==> src/rtl/serial_mag_compare_if.sv <==
// Handshake and result bundle for the serial magnitude comparator.
// master drives the request side, slave is the comparator.
interface serial_mag_compare_if #(
  parameter int WIDTH = 8
);
  logic             start;
  logic [WIDTH-1:0] a;
  logic [WIDTH-1:0] b;
  logic             e_in;
  logic             g_in;
  logic             busy;
  logic             done;
  logic             eq;
  logic             gt;
  logic             lt;

  modport master (
    output start, a, b, e_in, g_in,
    input  busy, done, eq, gt, lt
  );

  modport slave (
    input  start, a, b, e_in, g_in,
    output busy, done, eq, gt, lt
  );
endinterface

==> src/rtl/serial_mag_compare.sv <==
// Cascadable unsigned magnitude comparator, 2 bits per clock,
// LSB chunk first; higher chunks override lower ones unless equal.
module serial_mag_compare #(
  parameter int WIDTH = 8
) (
  input logic                clk,
  input logic                rst_n,
  serial_mag_compare_if.slave bus
);
  localparam int CH = WIDTH / 2;
  localparam int IW = (CH > 1) ? $clog2(CH) : 1;

  localparam logic [1:0] IDLE    = 2'd0;
  localparam logic [1:0] COMPARE = 2'd1;
  localparam logic [1:0] DONE    = 2'd2;

  logic [1:0]       state_q, state_d;
  logic [IW-1:0]    idx_q, idx_d;
  logic [WIDTH-1:0] a_q, a_d;
  logic [WIDTH-1:0] b_q, b_d;
  logic             eq_acc_q, eq_acc_d;
  logic             gt_acc_q, gt_acc_d;
  logic             busy_q, busy_d;
  logic             done_q, done_d;
  logic             eq_q, eq_d;
  logic             gt_q, gt_d;
  logic             lt_q, lt_d;

  logic [1:0] ca, cb;
  logic       eq_nxt, gt_nxt;
  logic       last;

  assign ca   = a_q[{idx_q, 1'b0} +: 2];
  assign cb   = b_q[{idx_q, 1'b0} +: 2];
  assign last = (idx_q == IW'(CH - 1));

  // Equal chunks pass the lower result through; unequal ones decide.
  assign eq_nxt = (ca == cb) ? eq_acc_q : 1'b0;
  assign gt_nxt = (ca == cb) ? gt_acc_q : (ca > cb);

  always_comb begin
    state_d  = state_q;
    idx_d    = idx_q;
    a_d      = a_q;
    b_d      = b_q;
    eq_acc_d = eq_acc_q;
    gt_acc_d = gt_acc_q;
    busy_d   = busy_q;
    done_d   = 1'b0;
    eq_d     = eq_q;
    gt_d     = gt_q;
    lt_d     = lt_q;
    unique case (state_q)
      IDLE, DONE: begin
        state_d = IDLE;
        if (bus.start) begin
          a_d      = bus.a;
          b_d      = bus.b;
          // greater-in wins when both cascade inputs are set
          eq_acc_d = bus.e_in & ~bus.g_in;
          gt_acc_d = bus.g_in;
          idx_d    = '0;
          state_d  = COMPARE;
          busy_d   = 1'b1;
        end
      end
      COMPARE: begin
        eq_acc_d = eq_nxt;
        gt_acc_d = gt_nxt;
        if (last) begin
          state_d = DONE;
          busy_d  = 1'b0;
          done_d  = 1'b1;
          eq_d    = eq_nxt;
          gt_d    = gt_nxt;
          lt_d    = ~eq_nxt & ~gt_nxt;
        end else begin
          idx_d = idx_q + IW'(1);
        end
      end
      default: begin
        state_d = IDLE;
        busy_d  = 1'b0;
      end
    endcase
  end

  always_ff @(posedge clk or negedge rst_n) begin
    if (!rst_n) begin
      state_q  <= IDLE;
      idx_q    <= '0;
      a_q      <= '0;
      b_q      <= '0;
      eq_acc_q <= 1'b0;
      gt_acc_q <= 1'b0;
      busy_q   <= 1'b0;
      done_q   <= 1'b0;
      eq_q     <= 1'b0;
      gt_q     <= 1'b0;
      lt_q     <= 1'b0;
    end else begin
      state_q  <= state_d;
      idx_q    <= idx_d;
      a_q      <= a_d;
      b_q      <= b_d;
      eq_acc_q <= eq_acc_d;
      gt_acc_q <= gt_acc_d;
      busy_q   <= busy_d;
      done_q   <= done_d;
      eq_q     <= eq_d;
      gt_q     <= gt_d;
      lt_q     <= lt_d;
    end
  end

  assign bus.busy = busy_q;
  assign bus.done = done_q;
  assign bus.eq   = eq_q;
  assign bus.gt   = gt_q;
  assign bus.lt   = lt_q;
endmodule
==> src/flat_wrapper.sv <==
// flat-port wrapper written by rule: the top's interface ports become plain ports
module serial_mag_compare_flat 
#(
  parameter int WIDTH = 8
)
  (clk, rst_n, bus_start, bus_a, bus_b, bus_e_in, bus_g_in, bus_busy, bus_done, bus_eq, bus_gt, bus_lt);
  serial_mag_compare_if #(.WIDTH(WIDTH)) bus_i ();
  input logic clk;
  input logic rst_n;
  input wire logic [$bits(bus_i.start)-1:0] bus_start;
  input wire logic [$bits(bus_i.a)-1:0] bus_a;
  input wire logic [$bits(bus_i.b)-1:0] bus_b;
  input wire logic [$bits(bus_i.e_in)-1:0] bus_e_in;
  input wire logic [$bits(bus_i.g_in)-1:0] bus_g_in;
  output wire logic [$bits(bus_i.busy)-1:0] bus_busy;
  output wire logic [$bits(bus_i.done)-1:0] bus_done;
  output wire logic [$bits(bus_i.eq)-1:0] bus_eq;
  output wire logic [$bits(bus_i.gt)-1:0] bus_gt;
  output wire logic [$bits(bus_i.lt)-1:0] bus_lt;
  assign bus_i.start = bus_start;
  assign bus_i.a = bus_a;
  assign bus_i.b = bus_b;
  assign bus_i.e_in = bus_e_in;
  assign bus_i.g_in = bus_g_in;
  assign bus_busy = bus_i.busy;
  assign bus_done = bus_i.done;
  assign bus_eq = bus_i.eq;
  assign bus_gt = bus_i.gt;
  assign bus_lt = bus_i.lt;
  serial_mag_compare #(.WIDTH(WIDTH)) u_core (.clk(clk), .rst_n(rst_n), .bus(bus_i));
endmodule
==> config.mk <==
export PLATFORM = sky130hd
export DESIGN_NAME = serial_mag_compare_flat
export DESIGN_NICKNAME = d
export VERILOG_FILES = /design/src/rtl/serial_mag_compare_if.sv /design/src/rtl/serial_mag_compare.sv /design/src/flat_wrapper.sv
export SDC_FILE = /design/constraint.sdc
export NUM_CORES = 1
export LEC_CHECK = 0
export ABC_AREA = 1
export CAP_MARGIN = 20
export CORE_ASPECT_RATIO = 1.1
export CORE_MARGIN = 5
export CORE_UTILIZATION = 29
export CTS_BUF_LIST = sky130_fd_sc_hd__clkbuf_16
export DETAILED_ROUTE_END_ITERATION = 8
export SLEW_MARGIN = 20
export SYNTH_ARGS = -nofsm -noshare
export SYNTH_HDL_FRONTEND = slang
export SYNTH_SLANG_ARGS = --single-unit
==> constraint.sdc <==
create_clock -name clk -period 2.3 [get_ports clk]
set_input_delay 0.23 -clock clk [delete_from_list [all_inputs] [get_ports clk]]
set_output_delay 0.23 -clock clk [all_outputs]
set_load 0.05 [all_outputs]
Word level (Yosys, flattened, before mapping). Index checks and enable logic that the tools add are counted.

Register bits: 27. Input port bits: 21. Word-level logic and storage cells: 52.

Add/sub/neg operators: 1. $lt $le $gt $ge: 1. Equality and inequality tests: 7. Shift-type cells: 2. Mux-type cells: 17. Bitwise gates (word level): 5. Reduce and logical (&&, ||, !) cells: 8.

Operator list (number): $shiftx A8 B4 Y2 (2); $mux W1 (9); $pmux W2 S2 (2); $reduce_and A2 Y1 (4); $mux W2 (3); $pmux W1 S2 (3); $eq A2 B2 Y1 const B (2); $ne A2 B2 Y1 const B (2); $not A1 Y1 (3); $reduce_and A3 Y1 (1); $add A2 B1 Y2 const B (1); $and A1 B1 Y1 (2); $eq A2 B1 Y1 const B (1); $eq A2 B2 Y1 (1); $gt A2 B2 Y1 (1); $logic_not A2 Y1 (1); $ne A2 B1 Y1 const B (1); $reduce_bool A2 Y1 (1); $reduce_or A2 Y1 (1).

Longest topological paths before layout. Gate-level depths: netlist of the first run.

Depth after elaboration: 5. Mapped depth: 12. Mapped depth without buffers: 11.

Worst setup path before layout of the first run. No wires, ideal clock.

Path kind: reg-to-reg. From: register u_core.idx_q[0]. To: register u_core.gt_acc_q. Library setup time: 116 ps. Arrival time: 1509 ps. Required time: 2184 ps. Setup slack: 675 ps. Stages on the path, launching flop included: 13. Buffers on the path: 1. Clock period less this slack: 1625 ps. Cell sequence: dfrtp_1 -> buf_4 -> inv_2 -> nor2_1 -> o22a_1 -> ha_1 -> nand2_1 -> inv_1 -> nand2_1 -> nand2_1 -> nand2_1 -> nand2_1 -> nand2_1.

Cells in the longest elaborated chain, start to end: 4. Elaborated cells on any way between the ends: 6.

RTL lines: from (decl) (line serial_mag_compare.sv:18) `logic [IW-1:0] idx_q, idx_d;`; from (signal assigned) (line serial_mag_compare.sv:103) `idx_q <= idx_d;`; $shiftx A8 B4 Y2 (on tied branches) (line serial_mag_compare.sv:33, serial_mag_compare.sv:34); $gt A2 B2 Y1 or $eq A2 B2 Y1 (tied branches) (line serial_mag_compare.sv:39) `assign gt_nxt = (ca == cb) ? gt_acc_q : (ca > cb);`; $mux W1 * (line serial_mag_compare.sv:39); $pmux W1 S2 * (line serial_mag_compare.sv:53) `unique case (state_q)`; to (signal assigned) (line serial_mag_compare.sv:107) `gt_acc_q <= gt_acc_d;`; to (decl) (line serial_mag_compare.sv:22) `logic gt_acc_q, gt_acc_d;`.

Mark *: on every way between the ends. The rest lies on a longest branch, timed or not. A chain may end at the register's enable or synchronous reset.

Worst setup path after layout of the first run. Same ends and word-level chain as after synthesis.

==> results of run 1 <==
area by class of cell:
type	count	area [sq um]	share of cell area (%)
clock buffer	3	75.07	4.563
clock inverter	1	5.005	0.3042
inverter	14	52.55	3.194
multi-input combinational	106	511.7	31.10
sequential	27	675.6	41.06
tap	54	67.56	4.106
timing repair buffer	26	257.7	15.67
logic make-up after synthesis:
logic type | share of synthesized area (%)
buf+inv | 7.142
compound gates | 8.806
fa+ha+maj | 2.936
flops | 52.84
simple gates | 28.28
cells in the final DEF (no fill, tap or decap), types with 4 or more instances in the layout:
cell,instances
nand2_1,63
dfrtp_1,27
clkdlybuf4s50_1,25
inv_1,9
nor2_1,9
o21ai_0,9
inv_2,5
o21ai_1,5
nand2_2,4
registers in the layout, indices dropped and copies added, names as in the netlist:
signal	flops
u_core.gt_acc_q	1
u_core.bus.lt	1
u_core.bus.busy	1
u_core.bus.eq	1
u_core.idx_q	2
u_core.bus.done	1
u_core.b_q	8
u_core.bus.gt	1
u_core.eq_acc_q	1
u_core.a_q	8
u_core.state_q	2
per-layer routing:
layer / vias up / track usage [%] / wire length (um)
met5: - / 0 / 0
met4: 0 / 2.536 / 0
met3: 0 / 2.519 / 126
met2: 15 / 16.91 / 1291
met1: 434 / 12.04 / 1098
li1: 522 / - / -
per-stage QoR:
step           utilization, %  area, sq um  setup slack (ns)  cells
6_report                38.39         1645            0.5476    231
5_1_grt                 38.39         1645            0.2535    231
4_1_cts                 38.39         1645            0.5298    231
3_5_place_dp            36.53         1565            0.5421    227
3_3_place_gp            36.53         1565            0.6317    227
2_1_floorplan               -         1279            0.6748    151
worst paths after layout:
kind / end / depth (start not counted)
hold / removal: u_core.state_q[0] / 2
hold reg to reg: u_core.a_q[3] / 2
min in group clk: u_core.a_q[3] / 2
max in group asynchronous: u_core.a_q[5] / 2
setup reg to reg: u_core.gt_acc_q / 11
setup / recovery: u_core.gt_acc_q / 11
power by group through the flow:
stage	clock (uW)	combinational (uW)	sequential [uW]
2_1_floorplan	0	754	917
3_3_place_gp	0	1060	845
3_5_place_dp	0	1090	851
4_1_cts	401	1090	845
5_1_grt	424	1270	873
6_report	392	1070	840
==> qor.csv, run 1 <==
stage,metric,value,unit
status,status,"complete, no violations",
power,Logic pwr share,46.6,%
hold_path,Hold Path Class,input port to async pin,
sta,max_slew headroom,67.24,%
synth,Mapped Area,1279,sq um
critical_path,Crit Reg-Reg Startpoint,u_core.idx_q[0],
routing,Post-DRT Antenna Nets,0,
clock_network,clk root buf,clkbuf_16,
routing,Vias per Instance,4.203,
critical_path,Setup CP Type,flip-flop to flip-flop,
global_route,largest net degree at the start of global routing,28,
synth,Ys Warns,0,
critical_path,Critical Path Max Stage Delay,0.51,ns
synth,Mapped Nets,175,
critical_path,Setup crit end kind,flip-flop,
run,max_cap viols,0,
clock_network,post-CTS sizing,0,
synth,synth top area cells,"dfrtp_1, nand2_1, o21ai_0",
floorplanning,initial core utilization,29.84,%
power,clock share of power,17.0,%
sta,worst-margin pin slew,0.4899,ns
cells_and_area,share of cells above drive strength 1,10.73,%
routing,initial drt markers,52,
critical_path,cell mode on critical path,nand2_1,
floorplanning,core area,4285,sq um
synth,Post-Synthesis Cells,151,
sta,Hold Fails Final Rpt,0,
global_route,Tot GR Track Use,9.807,%
clock_network,Sinks on Clock Net,27,
power,Leak Pwr,0.0008242,uW
critical_path,CP max FO,10,
routing,final wirelength,2516,um
synth,"Seq/Total Area, Yosys",52.84,%
cells_and_area,Ant. Diodes,0,
cells_and_area,fillcell total,460,
clock_network,number of setup buffers added after CTS,0,
sta,Final TNS setup,0,ns
placed_design,gp weighted congestion,0.8256,
clock_network,"Reg clk slew, reported paths",0.07,ns
routing,DRC viols,0,
synth,list of most frequent post-synthesis cells,"nand2_1, dfrtp_1, inv_1, nor2_1, o21ai_0",
clock_network,htree depth,1,
critical_path,"delay-heaviest family, CP",flip-flops,
synth,ys flop type,dfrtp_1,
floorplanning,Die W,73.32,um
synth,syn_area_per_cell,8.468,sq um
sta,Final Slew Violations,0,
cells_and_area,area grow syn2layout,28.67,%
placed_design,dpl hpwl,1919,um
clock_network,Hold Buf Count CTS,0,
synth,"area leader, netlist",dfrtp_1,
sta,worst hold slack,0.3458,ns
critical_path,flop-to-flop setup slack,0.55,ns
power,switching part of the total,42.31,%
synth,async set-reset flop share out of synthesis,100.0,%
global_route,initial antenna violation count,0,
floorplanning,die area,5839,sq um
global_route,first-pass GRT wire length,4602,um
critical_path,WP data arrival,1.90,ns
power,sequential share of power,36.4,%
clock_network,CTS tree,done,
clock_network,Clock Path Buffers,2,
sta,highest clock rate,570.6,MHz
critical_path,CP startpoint,u_core.idx_q[0],
power,Worst VDD drop,0.0004205,V
power,"Power, Total",2304,uW
routing,router iterations before antenna repair,4,
clock_network,total CTS buffers,3,
power,switching power total,974.8,uW
critical_path,CP startpoint kind,flip-flop,
cells_and_area,Layout Nets,202,
critical_path,slowest CP cell,dfrtp_1,
floorplanning,io pins,26,
routing,WL per Instance,10.89,um
global_route,vias in the first global route,1049,
power,internal power,1329,uW
floorplanning,Die H,79.65,um
synth,synth unique cells,20,
critical_path,worst path cell trace,inv_2 -> o21ai_0 -> o22ai_1 -> ha_1 -> nand2_1 -> inv_1 -> nand2_1 -> nand2_1 -> nand2_1 -> nand2_1 -> nand2_1,
synth,number of synthesized flops with an enable pin,0,
synth,post-synthesis register bit count,27,
critical_path,Critical path buffers and inverters,2,
routing,DR vias,971,
sta,Final Setup Violations,0,
power,PD cells,1400,nW/um^2
synth,"count leader, synth",nand2_1,
floorplanning,Rows,25,
global_route,GR Overflow Total,0,
critical_path,WP data required,2.45,ns
sta,Tmin final,1.752,ns
synth,Synth top area share,52.84,%
placed_design,port buffer count,25,
sta,"Period Utilization, post-route",76.19,%
sta,Setup Skew,0.002936,ns
sta,RSZ-0062 raised after global routing,false,
clock_network,Skew-Pair Late Insertion Delay,0.26,ns
Note: power is estimated with default switching activity, not from simulation.
==> run 2: changes to the inputs <==
- clock period: 2.3 -> 1.5 ns (I/O delays scaled with it)
==> run 2 against run 1 <==
  * Routed wire length is 11% higher
  * Largest cell class unchanged
  * The run now ends with setup timing left
  * Cell count is 3.5% higher
  * Sequential share of layout area is 2.7 points lower
==> qor.csv, run 2 (synthesis results as in run 1) <==
stage,metric,value,unit
clock_network,Skew-Pair Late Insertion Delay,0.26,ns
sta,Final TNS setup,-0.4582,ns
status,status,"finished, violations left",
cells_and_area,"commonest non-fill, non-tap cells in the layout","nand2_1, dfrtp_1, clkdlybuf4s50_1",
critical_path,WP data arrival,1.81,ns
sta,final worst-path setup slack,-0.1501,ns
cells_and_area,Layout Nets,210,
global_route,initial antenna violation count,0,
critical_path,WP data required,1.66,ns
sta,Hold Fails Final Rpt,0,
critical_path,Setup crit end kind,flip-flop,
placed_design,dpl hpwl,1940,um
clock_network,"Reg clk slew, reported paths",0.06,ns
clock_network,htree depth,1,
clock_network,total CTS buffers,3,
sta,"Period Utilization, post-route",110.0,%
routing,router iterations before antenna repair,4,
clock_network,Clock Path Buffers,2,
cells_and_area,largest registers,"u_core.a_q x8, u_core.b_q x8",
sta,RSZ-0062 raised after global routing,true,
routing,initial drt markers,39,
routing,DR vias,1049,
hold_path,Hold Path Class,input port to async pin,
floorplanning,initial core utilization,29.84,%
cells_and_area,area grow syn2layout,38.26,%
routing,final wirelength,2790,um
floorplanning,Die H,79.65,um
placed_design,worst slack after detailed placement,-0.2545,ns
run,max_cap viols,0,
sta,Final Slew Violations,0,
clock_network,clk root buf,clkbuf_16,
global_route,vias in the first global route,1021,
routing,Vias per Instance,4.389,
status,failing checks,setup timing,
routing,Post-DRT Antenna Nets,0,
global_route,GR Overflow Total,0,
global_route,largest net degree at the start of global routing,28,
placed_design,port buffer count,25,
power,Leak Pwr,0.0008820,uW
critical_path,Setup CP Type,flip-flop to flip-flop,
global_route,first-pass GRT wire length,4505,um
clock_network,CTS tree,done,
power,"Power, Total",4136,uW
sta,Setup Skew,0.003234,ns
routing,DRC viols,0,
floorplanning,Die W,73.32,um
routing,WL per Instance,11.67,um
power,Worst VDD drop,0.0007985,V
cells_and_area,share of cells above drive strength 1,25.95,%
placed_design,gp weighted congestion,0.8357,
sta,highest clock rate,606.0,MHz
critical_path,CP max FO,7,
floorplanning,Rows,25,
cells_and_area,"most common cell after layout, fill and taps aside",nand2_1,
floorplanning,core area,4285,sq um
clock_network,Sinks on Clock Net,27,
sta,Final Setup Violations,5,
sta,Tmin final,1.650,ns
global_route,Tot GR Track Use,10.01,%
power,PD cells,2340,nW/um^2
sta,worst-margin pin slew,0.3455,ns
floorplanning,io pins,26,
floorplanning,die area,5839,sq um
cells_and_area,Ant. Diodes,0,
sta,max_slew headroom,76.97,%
clock_network,Hold Buf Count CTS,0,
critical_path,CP startpoint kind,flip-flop,
==> run 2: worst max-delay path, cell delays in order, from the launching register on <==
cell,delay (ns)
dfrtp_2,0.48
buf_6,0.16
nor2_1,0.09
o22a_1,0.19
ha_4,0.23
nand2_1,0.07
nand3_1,0.09
nand2_2,0.10
nand2_2,0.05
nand2_2,0.05
nand2_1,0.04
==> run 2: power breakdown <==
group	internal [uW]	switching [uW]	leakage, uW
Combinational	920	1310	0.000504
Sequential	1070	247	0.000335
Clock	357	239	0.0000423
==> run 2: area by class of cell <==
cell class,instances,area (sq um)
sequential,27,678.2
clock inverter,1,3.754
fill,437,2517
multi-input combinational,106,578.1
timing repair inverter,1,6.256
clock buffer,3,75.07
timing repair buffer,33,301.5
tap,54,67.56
inverter,14,57.56
==> run 2: timing repair <==
action                                 CTS  global route
cloned                                   0             1
setup endpoints to repair                5             5
buffers inserted                         1             2
resized for setup                       12            14
endpoints found under the hold margin    0             0
pin swaps                                9             6
==> run 2: final timing paths <==
check                                     start              end  slack [ns]  depth (start not counted)
worst max-delay path            u_core.idx_q[0]  u_core.gt_acc_q       -0.15                         10
worst min-delay path                      rst_n    u_core.b_q[5]        0.27                          2
worst max register to register  u_core.idx_q[0]  u_core.gt_acc_q       -0.15                         10
worst min register to register    u_core.bus.lt    u_core.bus.lt        0.48                          2
max in group asynchronous                 rst_n  u_core.idx_q[0]        0.96                          2
min in group clk                       bus_b[5]    u_core.b_q[5]        0.41                          3
==> run 2: routing by layer <==
| metal | vias to the layer above | part of all wire (%) | global-route usage [%] |
|---|---|---|---|
| li1 | 539 | - | - |
| met1 | 484 | 43 | 12.49 |
| met2 | 21 | 50 | 16.37 |
| met3 | 5 | 4.3 | 1.889 |
| met4 | 0 | 1.9 | 4.891 |
| met5 | - | 0 | 0 |
==> run 2: metrics by stage <==
stage	cells	hold WS [ns]	cell area (sq um)	utilization, %
detailed placement	231	0.4736	1588	37.05
floorplan	151	-0.1456	1287	-
global route	239	0.3033	1768	41.26
finish	239	0.2673	1768	41.26
CTS	236	0.2785	1695	39.56
global placement	231	0.4688	1588	37.05
